File: src/rtl/fetch_unit_if.sv
// Instruction-fetch bus: memory request/response side plus controller delivery side.
interface fetch_unit_if;
  logic        IReq;
  logic [31:0] IAddr;
  logic        IAck;
  logic [31:0] IRData;
  logic        PCSrc;
  logic [31:0] BranchTarget;
  logic [31:0] Instr;
  logic [31:0] InstrPC;
  logic        InstrValid;
  logic        InstrReady;

  modport master (
    output IReq, IAddr, Instr, InstrPC, InstrValid,
    input  IAck, IRData, PCSrc, BranchTarget, InstrReady
  );

  modport slave (
    input  IReq, IAddr, Instr, InstrPC, InstrValid,
    output IAck, IRData, PCSrc, BranchTarget, InstrReady
  );
endinterface

File: src/rtl/fetch_unit.sv
// Single-outstanding instruction fetcher with a 2-entry in-order queue and redirect/drop handling.
// Define FETCH_BYPASS_EN to forward a response to Instr in its IAck cycle when the queue is empty.
module fetch_unit (
  input  logic         clk,
  input  logic         reset,
  fetch_unit_if.master bus
);
  typedef enum logic [1:0] {IDLE, WAIT, DROP} state_t;

  state_t          state;
  logic [31:0]     pc;
  logic [1:0][31:0] q_data;
  logic [1:0][31:0] q_pc;
  logic [1:0]      count;
  logic            ack_ok, push, pop, issue;
  logic [31:0]     redir_pc;

  assign redir_pc = {bus.BranchTarget[31:2], 2'b00};
  // Only a response in WAIT without a same-cycle redirect is kept.
  assign ack_ok   = (state == WAIT) && bus.IAck && !bus.PCSrc;
  // IDLE means nothing outstanding, so count alone bounds the issue.
  assign issue    = (state == IDLE) && !bus.PCSrc && (count < 2'd2);

`ifdef FETCH_BYPASS_EN
  logic bypass;
  assign bypass         = ack_ok && (count == 2'd0);
  assign bus.InstrValid = (count != 2'd0) || bypass;
  assign bus.Instr      = bypass ? bus.IRData : q_data[0];
  assign bus.InstrPC    = bypass ? bus.IAddr  : q_pc[0];
  assign pop            = (count != 2'd0) && bus.InstrReady;
  assign push           = ack_ok && !(bypass && bus.InstrReady);
`else
  assign bus.InstrValid = (count != 2'd0);
  assign bus.Instr      = q_data[0];
  assign bus.InstrPC    = q_pc[0];
  assign pop            = (count != 2'd0) && bus.InstrReady;
  assign push           = ack_ok;
`endif

  always_ff @(posedge clk or negedge reset) begin
    if (!reset) begin
      state     <= IDLE;
      pc        <= '0;
      bus.IReq  <= 1'b0;
      bus.IAddr <= '0;
      q_data    <= '0;
      q_pc      <= '0;
      count     <= '0;
    end else begin
      case (state)
        IDLE: if (issue) begin
          state     <= WAIT;
          bus.IReq  <= 1'b1;
          bus.IAddr <= pc;
        end
        WAIT: if (bus.IAck) begin
          state    <= IDLE;
          bus.IReq <= 1'b0;
        end else if (bus.PCSrc) begin
          state <= DROP;
        end
        DROP: if (bus.IAck) begin
          state    <= IDLE;
          bus.IReq <= 1'b0;
        end
        default: state <= IDLE;
      endcase

      if (bus.PCSrc)  pc <= redir_pc;
      else if (ack_ok) pc <= pc + 32'd4;

      // Flush wins over any same-cycle push/pop; a popped entry was already delivered.
      if (bus.PCSrc) begin
        count <= '0;
      end else begin
        case ({push, pop})
          2'b10: begin
            q_data[count[0]] <= bus.IRData;
            q_pc[count[0]]   <= bus.IAddr;
            count            <= count + 2'd1;
          end
          2'b01: begin
            q_data[0] <= q_data[1];
            q_pc[0]   <= q_pc[1];
            count     <= count - 2'd1;
          end
          2'b11: begin
            if (count == 2'd1) begin
              q_data[0] <= bus.IRData;
              q_pc[0]   <= bus.IAddr;
            end else begin
              q_data[0] <= q_data[1];
              q_pc[0]   <= q_pc[1];
              q_data[1] <= bus.IRData;
              q_pc[1]   <= bus.IAddr;
            end
          end
          default: ;
        endcase
      end
    end
  end
endmodule
File: src/flat_wrapper.sv
// flat-port wrapper written by rule: the top's interface ports become plain ports
module fetch_unit_flat 
  (clk, reset, bus_IReq, bus_IAddr, bus_Instr, bus_InstrPC, bus_InstrValid, bus_IAck, bus_IRData, bus_PCSrc, bus_BranchTarget, bus_InstrReady);
  fetch_unit_if bus_i ();
  input  logic clk;
  input  logic reset;
  output wire logic [$bits(bus_i.IReq)-1:0] bus_IReq;
  output wire logic [$bits(bus_i.IAddr)-1:0] bus_IAddr;
  output wire logic [$bits(bus_i.Instr)-1:0] bus_Instr;
  output wire logic [$bits(bus_i.InstrPC)-1:0] bus_InstrPC;
  output wire logic [$bits(bus_i.InstrValid)-1:0] bus_InstrValid;
  input wire logic [$bits(bus_i.IAck)-1:0] bus_IAck;
  input wire logic [$bits(bus_i.IRData)-1:0] bus_IRData;
  input wire logic [$bits(bus_i.PCSrc)-1:0] bus_PCSrc;
  input wire logic [$bits(bus_i.BranchTarget)-1:0] bus_BranchTarget;
  input wire logic [$bits(bus_i.InstrReady)-1:0] bus_InstrReady;
  assign bus_IReq = bus_i.IReq;
  assign bus_IAddr = bus_i.IAddr;
  assign bus_Instr = bus_i.Instr;
  assign bus_InstrPC = bus_i.InstrPC;
  assign bus_InstrValid = bus_i.InstrValid;
  assign bus_i.IAck = bus_IAck;
  assign bus_i.IRData = bus_IRData;
  assign bus_i.PCSrc = bus_PCSrc;
  assign bus_i.BranchTarget = bus_BranchTarget;
  assign bus_i.InstrReady = bus_InstrReady;
  fetch_unit u_core (.clk(clk), .reset(reset), .bus(bus_i));
endmodule
File: config.mk
export PLATFORM = sky130hd
export DESIGN_NAME = fetch_unit_flat
export DESIGN_NICKNAME = d
export VERILOG_FILES = /design/src/rtl/fetch_unit_if.sv /design/src/rtl/fetch_unit.sv /design/src/flat_wrapper.sv
export SDC_FILE = /design/constraint.sdc
export NUM_CORES = 1
export LEC_CHECK = 0
export BUFFER_PORTS_ARGS = -buffer_cell sky130_fd_sc_hd__buf_2
export CORE_ASPECT_RATIO = 0.6
export CORE_MARGIN = 2
export CORE_UTILIZATION = 40
export CTS_BUF_LIST = sky130_fd_sc_hd__clkbuf_4
export DETAILED_ROUTE_END_ITERATION = 10
export PLACE_DENSITY = 0.69
export SYNTH_ARGS = -nofsm -noshare
export SYNTH_HDL_FRONTEND = slang
export SYNTH_SLANG_ARGS = --single-unit
File: constraint.sdc
create_clock -name clk -period 2.5 [get_ports clk]
set_input_delay 0.125 -clock clk [delete_from_list [all_inputs] [get_ports clk]]
set_output_delay 0.125 -clock clk [all_outputs]
set_load 0.02 [all_outputs]
-- Word level (Yosys, flattened, before mapping)
Cells that the tools add are included.
W data, S select, Z words.
- bits in registers: 197
- input bits: 69
- logic and storage cells: 71
- add/subtract/negate cells: 3
- $lt $le $gt $ge: 3
- equality and inequality tests: 11
- mux-type cells: 24
- bitwise gates (word level): 1
- reductions and logical operators: 20
- operator list (cell ; number):
    $mux W32 ; 7
    $pmux W32 S3 ; 2
    $bwmux W64 ; 2
    $pmux W32 S2 ; 2
    $add A32 B3 Y32 const B ; 1
    $demux W32 S1 ; 1
    $mux W2 ; 5
    $reduce_and A3 Y1 ; 3
    $reduce_bool A2 Y1 ; 4
    $eq A2 B1 Y1 const B ; 3
    $eq A2 B2 Y1 const B ; 3
    $logic_and A1 B1 Y1 ; 6
    $pmux W2 S3 ; 1
    $reduce_bool A3 Y1 ; 2
    $ne A2 B1 Y1 const B ; 2
    $ne A2 B2 Y1 const B ; 2
    $pmux W2 S2 ; 1
    $reduce_and A2 Y1 ; 2
    $ne A3 B3 Y1 const B ; 1
    $add A2 B1 Y2 const B ; 1
    $logic_not A2 Y1 ; 1
    $lt A1 B2 Y1 const B ; 1
    $lt A2 B2 Y1 const B ; 1
    $mux W1 ; 2
    other kinds (6) ; 6

-- Longest topological paths before layout
Gate-level depths: netlist of run 1.
- word-level depth: 6
- depth in mapped cells: 10
- gate-level depth less buffers: 6

-- Worst setup path after synthesis of run 1
OpenSTA, ideal clock, no wires.
- kind: register to register
- from: reg u_core.count[0]
- to: reg u_core.q_data[34] (netlist name)
- setup time: 125 ps
- arrival time: 2339 ps
- data required time: 2375 ps
- slack: 36 ps
- cell stages (with the launch flop): 9
- path buffers: 3
- cell sequence: dfrtp_1 > inv_2 > clkbuf_1 > ha_1 > nor2b_1 > clkbuf_1 > o211ai_1 > clkbuf_1 > mux2_2
- cells in the longest elaborated chain, start to end: 6
- RTL lines (item ; line ; source):
    from (decl) ; fetch_unit.sv:14 ; logic [1:0] count;
    from (signal assigned) ; fetch_unit.sv:80 ; count <= count + 2'd1;
    from (signal assigned) ; fetch_unit.sv:85 ; count <= count - 2'd1;
    $lt A1 B2 Y1 (not written as such) or $ge A1 B1 Y1 (tied branches) ; fetch_unit.sv:78 ; q_data[count[0]] <= bus.IRData;
    $logic_and A1 B1 Y1 (not written as such) ; fetch_unit.sv:78 ;
    $mux W32 (not written as such) ; fetch_unit.sv:78 ;
    $demux W32 S1 ; -- ;
    $bwmux W64 ; fetch_unit.sv:78 ;
    $pmux W32 S2 ; fetch_unit.sv:76 ; case ({push, pop})
    to (signal, indexed assignment) ; fetch_unit.sv:78 ;
    to (decl) ; fetch_unit.sv:12 ; logic [1:0][31:0] q_data;
Several ways; a longest one is shown, not always the timed one.
A chain may end at the register's enable or synchronous reset.

-- Worst setup path in the final report of run 1
- from: reg u_core.state[1]
- to: reg u_core.q_pc (netlist bit u_core.bus.InstrPC[19])
- cells in the longest elaborated chain, start to end: 6
- RTL lines (item ; line ; source):
    from (decl) ; fetch_unit.sv:10 ; state_t state;
    from (signal assigned) ; fetch_unit.sv:42 ; state <= IDLE;
    from (signal assigned) ; fetch_unit.sv:52 ; state <= WAIT;
    from (signal assigned) ; fetch_unit.sv:57 ; state <= IDLE;
    $eq A2 B1 Y1 * ; fetch_unit.sv:20 ; assign ack_ok = (state == WAIT) && bus.IAck && !bus.PCSrc;
    $logic_and A1 B1 Y1 * (2 in series) ; fetch_unit.sv:20 ;
    $eq A2 B1 Y1 or $eq A2 B2 Y1 (tied branches) ; fetch_unit.sv:76 ;
    $reduce_bool A3 Y1 (no source line) ; -- ;
    $reduce_and A2 Y1 (no source line) ; -- ;
    to (signal, indexed assignment) ; fetch_unit.sv:79 ; q_pc[count[0]] <= bus.IAddr;
    to (decl) ; fetch_unit.sv:13 ; logic [1:0][31:0] q_pc;
Mark *: on every way between the ends. The rest lies on a longest branch, timed or not.

==> flow_metrics.env, run 1 <==
export IMPL_outcome="finished, final reports clean"
export IMPL_slew_viol_final=0
export IMPL_detail_route_drc_violations=0
export IMPL_rsz0062_at_grt="false"
export IMPL_clock_fmax_mhz=433
export IMPL_share_of_the_yosys_chip_area_belonging_to_registers=0.505
export IMPL_grt_pass1_wl_um=37700
export IMPL_synth_yosys_warnings=0
export IMPL_grt_pass1_vias=6881
export IMPL_root_buffer_selected_by_cts="clkbuf_4"
export IMPL_start_kind="register"
export IMPL_period_needed_ns=2.31
export IMPL_die_area_sq_um=24800
export IMPL_detail_route_first_pass_iterations=5
export IMPL_cellPowerDensity_nw_per_um2=1150
export IMPL_setup_violations_final=0
export IMPL_worstPathArrival_ns=2.80
export IMPL_p_leak_nw=5.29
export IMPL_clock_skew_final_ns=0.0276
export IMPL_cts_path_max_buffers=2
export IMPL_async_reset_ff_frac=1.00
export IMPL_final_routed_wirelength_across_all_metal_layers_um=22900
export IMPL_maxSlewHeadroom=0.452
export IMPL_power_total_mw=12.8
export IMPL_clkSlewWorstSetupHoldPaths_ns=0.17
export IMPL_pin_count_of_the_biggest_net_entering_global_routing=80
export IMPL_die_h_um=123
export IMPL_dr_total_vias=7037
export IMPL_timing_critical_path_to_type="register"
export IMPL_tritoncts="yes"
export IMPL_synthesized_area_per_cell_sq_um=11.0
export IMPL_timing_critical_path_slowest_stage_cell="dfrtp_1"
export IMPL_hold_ws_ns=0.108
export IMPL_maxCapViolations=0
export IMPL_clock_insertion_delay_worst_skew_ns=0.59
export IMPL_final_setup_tns_ns=0
export IMPL_avgViaCountPerCell=5.30
export IMPL_die_x_um=202
export IMPL_post_route_cells_drive_above_1_share=0.309
export IMPL_dp_hpwl_um=14900
export IMPL_cp_top_family="compound AO/OA/AOI/OAI gates"
export IMPL_ys_types=41
export IMPL_mappedNetlistArea_sq_um=9410
export IMPL_globalplace_congestion=0.778
export IMPL_grt_total_usage=0.194
export IMPL_reg2reg_depth=7
export IMPL_setup_slack_of_the_most_critical_reg_to_reg_path_ns=0.19
export IMPL_hold_violations=0
export IMPL_floorplan_core_area_sq_um=23100
export IMPL_peak_ir_drop_on_the_vdd_network_mv=0.645
export IMPL_worst_path_max_fanout=43
export IMPL_finish_net_count=1076
export IMPL_globalRoute_totalOverflow=0
export IMPL_synth_enable_flop_cells=0
export IMPL_period_share=0.925
export IMPL_htreeDepth=4
export IMPL_cts_inserted_buffers=17
export IMPL_critical_path_cell_chain="inv_1 -> ha_1 -> nand2_1 -> o31ai_4 -> buf_12 -> mux2i_1 -> o31ai_1"
export IMPL_layout_commonest_cell="dfrtp_1"
export IMPL_r2r_start="u_core.state[1]"
export IMPL_worstReg2RegEnd="u_core.bus.InstrPC[19]"
export IMPL_crit_type="register to register"
export IMPL_synthFlopType="dfrtp_1"
export IMPL_synth_ff_latch_count=190
export IMPL_synth_cells=857
export IMPL_most_common_layout_cells="dfrtp_1, buf_2, mux2_2"
export IMPL_design_portCount=167
export IMPL_total_number_of_placement_rows=43
export IMPL_worstPathRequired_ns=2.99
export IMPL_ant_nets=0
export IMPL_cpPeakStageDelay_ns=0.44
export IMPL_synthToLayoutAreaGrowth_pct=18.4
export IMPL_cts_repair_timing_setup_buffer_count=0
export IMPL_insertedDiodeCount=0
export IMPL_initialDrtViolationCount=351
export IMPL_cp_buffers_inverters=2
export IMPL_tightest_slew_ns=0.822
export IMPL_clock_sinks=190
export IMPL_wl_per_cell_um=17.2
export IMPL_initial_core_util=0.408
export IMPL_grt_antenna_before_repair=0
export IMPL_portBuffers=162
export IMPL_min_delay_worst_type="input pin to async pin"
==> cells by family after synthesis <==
kind of cell,count (synthesis),synth area share
flops,190,0.505
compound gates,180,0.121
simple gates,176,0.0917
mux,156,0.178
buf+inv,134,0.0823
xor+xnor,13,0.0121
fa+ha+maj,7,0.00931
other cells,1,0.000399
==> cell usage after synthesis (all sizes together) (2+ instances only) <==
master / count / area share
a21oi: 63 / 0.034
a31oi: 16 / 0.011
and2: 4 / 0.0027
and3: 5 / 0.0033
and4: 5 / 0.0047
buf: 79 / 0.060
clkbuf: 46 / 0.018
dfrtp: 190 / 0.51
ha: 7 / 0.0093
inv: 8 / 0.0032
mux2: 93 / 0.11
mux2i: 63 / 0.067
nand2: 86 / 0.034
nand2b: 2 / 0.0013
nand3: 15 / 0.0093
nand4: 10 / 0.0066
nor2: 21 / 0.0084
nor3: 2 / 0.0011
nor4: 5 / 0.0033
o21ai: 18 / 0.0096
o31a: 4 / 0.0037
o31ai: 77 / 0.061
or2: 2 / 0.0013
or4: 15 / 0.012
xnor2: 7 / 0.0065
xor2: 6 / 0.0056
==> repair_timing <==
item | 4_1_cts | 5_1_grt
endpoints found under the hold margin | 249 | 0
gates resized for setup | 0 | 1
hold buffers | 67 | 0
endpoints found under the setup margin | 0 | 3
==> through the flow <==
stage          worst slack [ns]  utilization  cells  cell area, sq um
3_3_place_gp              0.320        0.439   1229             10100
4_1_cts                   0.185        0.482   1328             11100
2_1_floorplan            0.0363            -    858              9410
6_report                  0.189        0.483   1328             11100
5_1_grt                  0.0424        0.483   1328             11100
3_5_place_dp              0.230        0.439   1229             10100
==> how the worst max path moves through the flow <==
stage | from | cells after the start | end | slack (ns)
6_report | u_core.state[1] | 7 | u_core.bus.InstrPC[19] | 0.19
5_1_grt | u_core.state[1] | 7 | u_core.bus.Instr[13] | 0.04
4_1_cts | u_core.state[1] | 7 | u_core.bus.Instr[28] | 0.18
3_5_place_dp | u_core.state[1] | 7 | u_core.bus.Instr[28] | 0.23
3_3_place_gp | u_core.state[1] | 7 | u_core.bus.InstrPC[5] | 0.32
2_1_floorplan | u_core.count[0] | 8 | u_core.q_data[34] | 0.04
==> power by group <==
part           switching, mW  total (mW)  leakage [nW]  internal [mW]
Combinational           3.23        5.61          2.76           2.37
Sequential             0.916        5.22          2.35           4.30
Clock                   1.14        1.97         0.176          0.830
Total                   5.29        12.8          5.29           7.51
==> final cells by class <==
class                           count  area, sq um
Clock buffer                       18          135
Clock inverter                     14          205
Fill cell                        2098        11900
Inverter                            9         33.8
Multi-Input combinational cell    534         3920
Sequential cell                   190         4750
Tap cell                          315          394
Timing Repair Buffer              248         1700
==> layer usage <==
metal | share of wire | GRT usage | wire [um]
met1 | 0.50 | 0.290 | 11400
met2 | 0.43 | 0.287 | 9900
met3 | 0.057 | 0.0414 | 1310
met4 | 0.013 | 0.0469 | 289
met5 | 0 | 0 | 0
==> sequential cells by signal (all words and copies together), names as in the netlist <==
register,cells
u_core.q_data,32
u_core.bus.Instr,32
u_core.bus.InstrPC,31
u_core.state,2
u_core.pc,30
u_core.count,2
u_core.bus.IAddr,30
u_core.q_pc,30
u_core.bus.IReq,1
==> worst reg2reg max path, delay by kind of cell (launching register included) <==
| kind | cells | cell delay [ns] |
|---|---|---|
| adder cells (fa/ha/maj) | 1 | 0.32 |
| AND/OR/NAND/NOR | 1 | 0.25 |
| flip-flops | 1 | 0.44 |
| AO/OA/AOI/OAI | 2 | 0.57 |
| buffers and inverters | 2 | 0.46 |
| multiplexers | 1 | 0.17 |
Note: power is estimated with default switching activity, not from simulation.
==> run 2: changes to the inputs <==
CAP_MARGIN = 20   (was default)
PLACE_DENSITY = default   (was 0.69)
PLACE_DENSITY_LB_ADDON = 0.2   (was default)
==> run 2 against run 1 <==
Combinational power is 0.7% higher; register-to-register slack better by 0.12 ns; clock power is 13% lower; total power is 2.0% lower; critical path depth stayed put; highest routed layer unchanged; sequential cell count stayed put; core utilization is 0.14 points higher; sequential share of layout area is 0.12 points lower; via count is 1.2% lower.
==> flow_metrics.env, run 2 (synthesized netlist as in run 1, its figures left out) <==
export IMPL_layout_commonest_cell="dfrtp_1"
export IMPL_die_h_um=123
export IMPL_start_kind="register"
export IMPL_wl_per_cell_um=17.1
export IMPL_post_place_cells=1231
export IMPL_portBuffers=162
export IMPL_layout_cells_non_filler=1338
export IMPL_clock_skew_final_ns=0.0236
export IMPL_final_setup_tns_ns=0
export IMPL_floorplan_core_area_sq_um=23100
export IMPL_avgViaCountPerCell=5.19
export IMPL_post_route_cells_drive_above_1_share=0.308
export IMPL_htreeDepth=4
export IMPL_clock_sinks=190
export IMPL_clock_insertion_delay_worst_skew_ns=0.58
export IMPL_cpPeakStageDelay_ns=0.56
export IMPL_rsz0062_at_grt="false"
export IMPL_dr_total_vias=6950
export IMPL_hold_violations=0
export IMPL_root_buffer_selected_by_cts="clkbuf_4"
export IMPL_pin_count_of_the_biggest_net_entering_global_routing=106
export IMPL_worstPathRequired_ns=2.97
export IMPL_maxCapViolations=0
export IMPL_initial_core_util=0.408
export IMPL_multi_input_area_sq_um=3920
export IMPL_worst_path_max_fanout=52
export IMPL_period_share=0.878
export IMPL_maxSlewHeadroom=0.434
export IMPL_outcome="finished, final reports clean"
export IMPL_tritoncts="yes"
export IMPL_final_routed_wirelength_across_all_metal_layers_um=22900
export IMPL_place_area_sq_um=10100
export IMPL_slew_viol_final=0
export IMPL_detail_route_first_pass_iterations=5
export IMPL_crit_type="register to register"
export IMPL_setup_violations_final=0
export IMPL_ant_nets=0
export IMPL_tightest_slew_ns=0.848
export IMPL_fillCellCount=2139
export IMPL_fin_util=0.484
export IMPL_synthToLayoutAreaGrowth_pct=18.7
export IMPL_dp_hpwl_um=14700
export IMPL_grt_total_usage=0.192
export IMPL_globalplace_congestion=0.762
export IMPL_cellPowerDensity_nw_per_um2=1120
export IMPL_die_x_um=202
export IMPL_clkSlewWorstSetupHoldPaths_ns=0.16
export IMPL_p_leak_nw=5.29
export IMPL_worstPathArrival_ns=2.67
export IMPL_detail_route_drc_violations=0
export IMPL_die_area_sq_um=24800
export IMPL_period_needed_ns=2.20
export IMPL_clock_fmax_mhz=456
export IMPL_total_number_of_placement_rows=43
export IMPL_post_cts_resized=0
export IMPL_insertedDiodeCount=0
export IMPL_globalRoute_totalOverflow=0
export IMPL_crit_top_cell="buf_4"
export IMPL_cts_path_max_buffers=2
export IMPL_timing_critical_path_slowest_stage_cell="buf_4"
export IMPL_finish_net_count=1086
export IMPL_min_delay_worst_type="input pin to async pin"
export IMPL_grt_pass1_wl_um=37100
export IMPL_grt_antenna_before_repair=0
export IMPL_timing_critical_path_to_type="register"
export IMPL_critical_path_cell_chain="inv_2 -> ha_1 -> nor2b_4 -> buf_4 -> buf_4 -> a21oi_1 -> o31ai_1"
export IMPL_cts_inserted_buffers=17
export IMPL_initialDrtViolationCount=469
export IMPL_grt_pass1_vias=6708
export IMPL_most_common_layout_cells="dfrtp_1, buf_2, mux2_2"
export IMPL_peak_ir_drop_on_the_vdd_network_mv=0.587
export IMPL_final_area_sq_um=11200
export IMPL_design_portCount=167
export IMPL_register_area_sq_um=4750
[run 2: power breakdown]
| group | leakage (nW) | internal, mW | total (mW) | switching [mW] |
|---|---|---|---|---|
| clock network | 0.140 | 0.647 | 1.71 | 1.06 |
| registers | 2.35 | 4.31 | 5.18 | 0.872 |
| logic | 2.80 | 2.40 | 5.65 | 3.26 |
[run 2: repair_timing]
action	in CTS	in global routing
hold buffers	75	0
endpoints found under the setup margin	0	0
endpoints found under the hold margin	286	0
setup buffers	0	0
[run 2: layer usage]
layer,vias to the layer above,share of wire,wire length [um],global-route usage
li1,3340,-,-,-
met1,3442,0.51,11700,0.291
met2,159,0.43,9900,0.280
met3,9,0.050,1140,0.0430
met4,0,0.0062,142,0.0354
met5,-,0,0,0
[run 2: cell type report]
cell class / count / share of cell area
Timing Repair Buffer: 258 / 0.160
Clock inverter: 10 / 0.0103
Tap cell: 315 / 0.0353
Inverter: 9 / 0.00302
Multi-Input combinational cell: 534 / 0.351
Sequential cell: 190 / 0.426
Clock buffer: 22 / 0.0148
[run 2: final timing paths]
path | from | to | slack (ns) | cells past startpoint
min in group clk | bus_PCSrc | u_core.pc[29] | 0.07 | 3
max | u_core.count[0] | u_core.bus.InstrPC[22] | 0.30 | 7
min reg2reg | u_core.bus.InstrPC[8] | u_core.bus.InstrPC[8] | 0.49 | 2
min | reset | u_core.bus.InstrPC[1] | 0.05 | 2
max reg2reg | u_core.count[0] | u_core.bus.InstrPC[22] | 0.30 | 7
max in group asynchronous | reset | u_core.bus.IAddr[30] | 1.71 | 3
[run 2: critical path, delay by kind of cell (launching register included)]
family / cells / cell delay [ns]
flops: 1 / 0.47
simple gates: 1 / 0.15
compound gates: 2 / 0.34
fa+ha+maj: 1 / 0.23
buf+inv: 3 / 0.85
[run 2: stage by stage]
stage	hold WS [ns]	total power, mW	setup slack, ns
finish	0.0533	12.5	0.305
detailed placement	0.136	10.8	0.301
global placement	0.136	10.7	0.362
CTS	0.00231	12.7	0.267
global route	0.00318	13.5	0.0740
floorplan	-0.171	9.54	0.0363
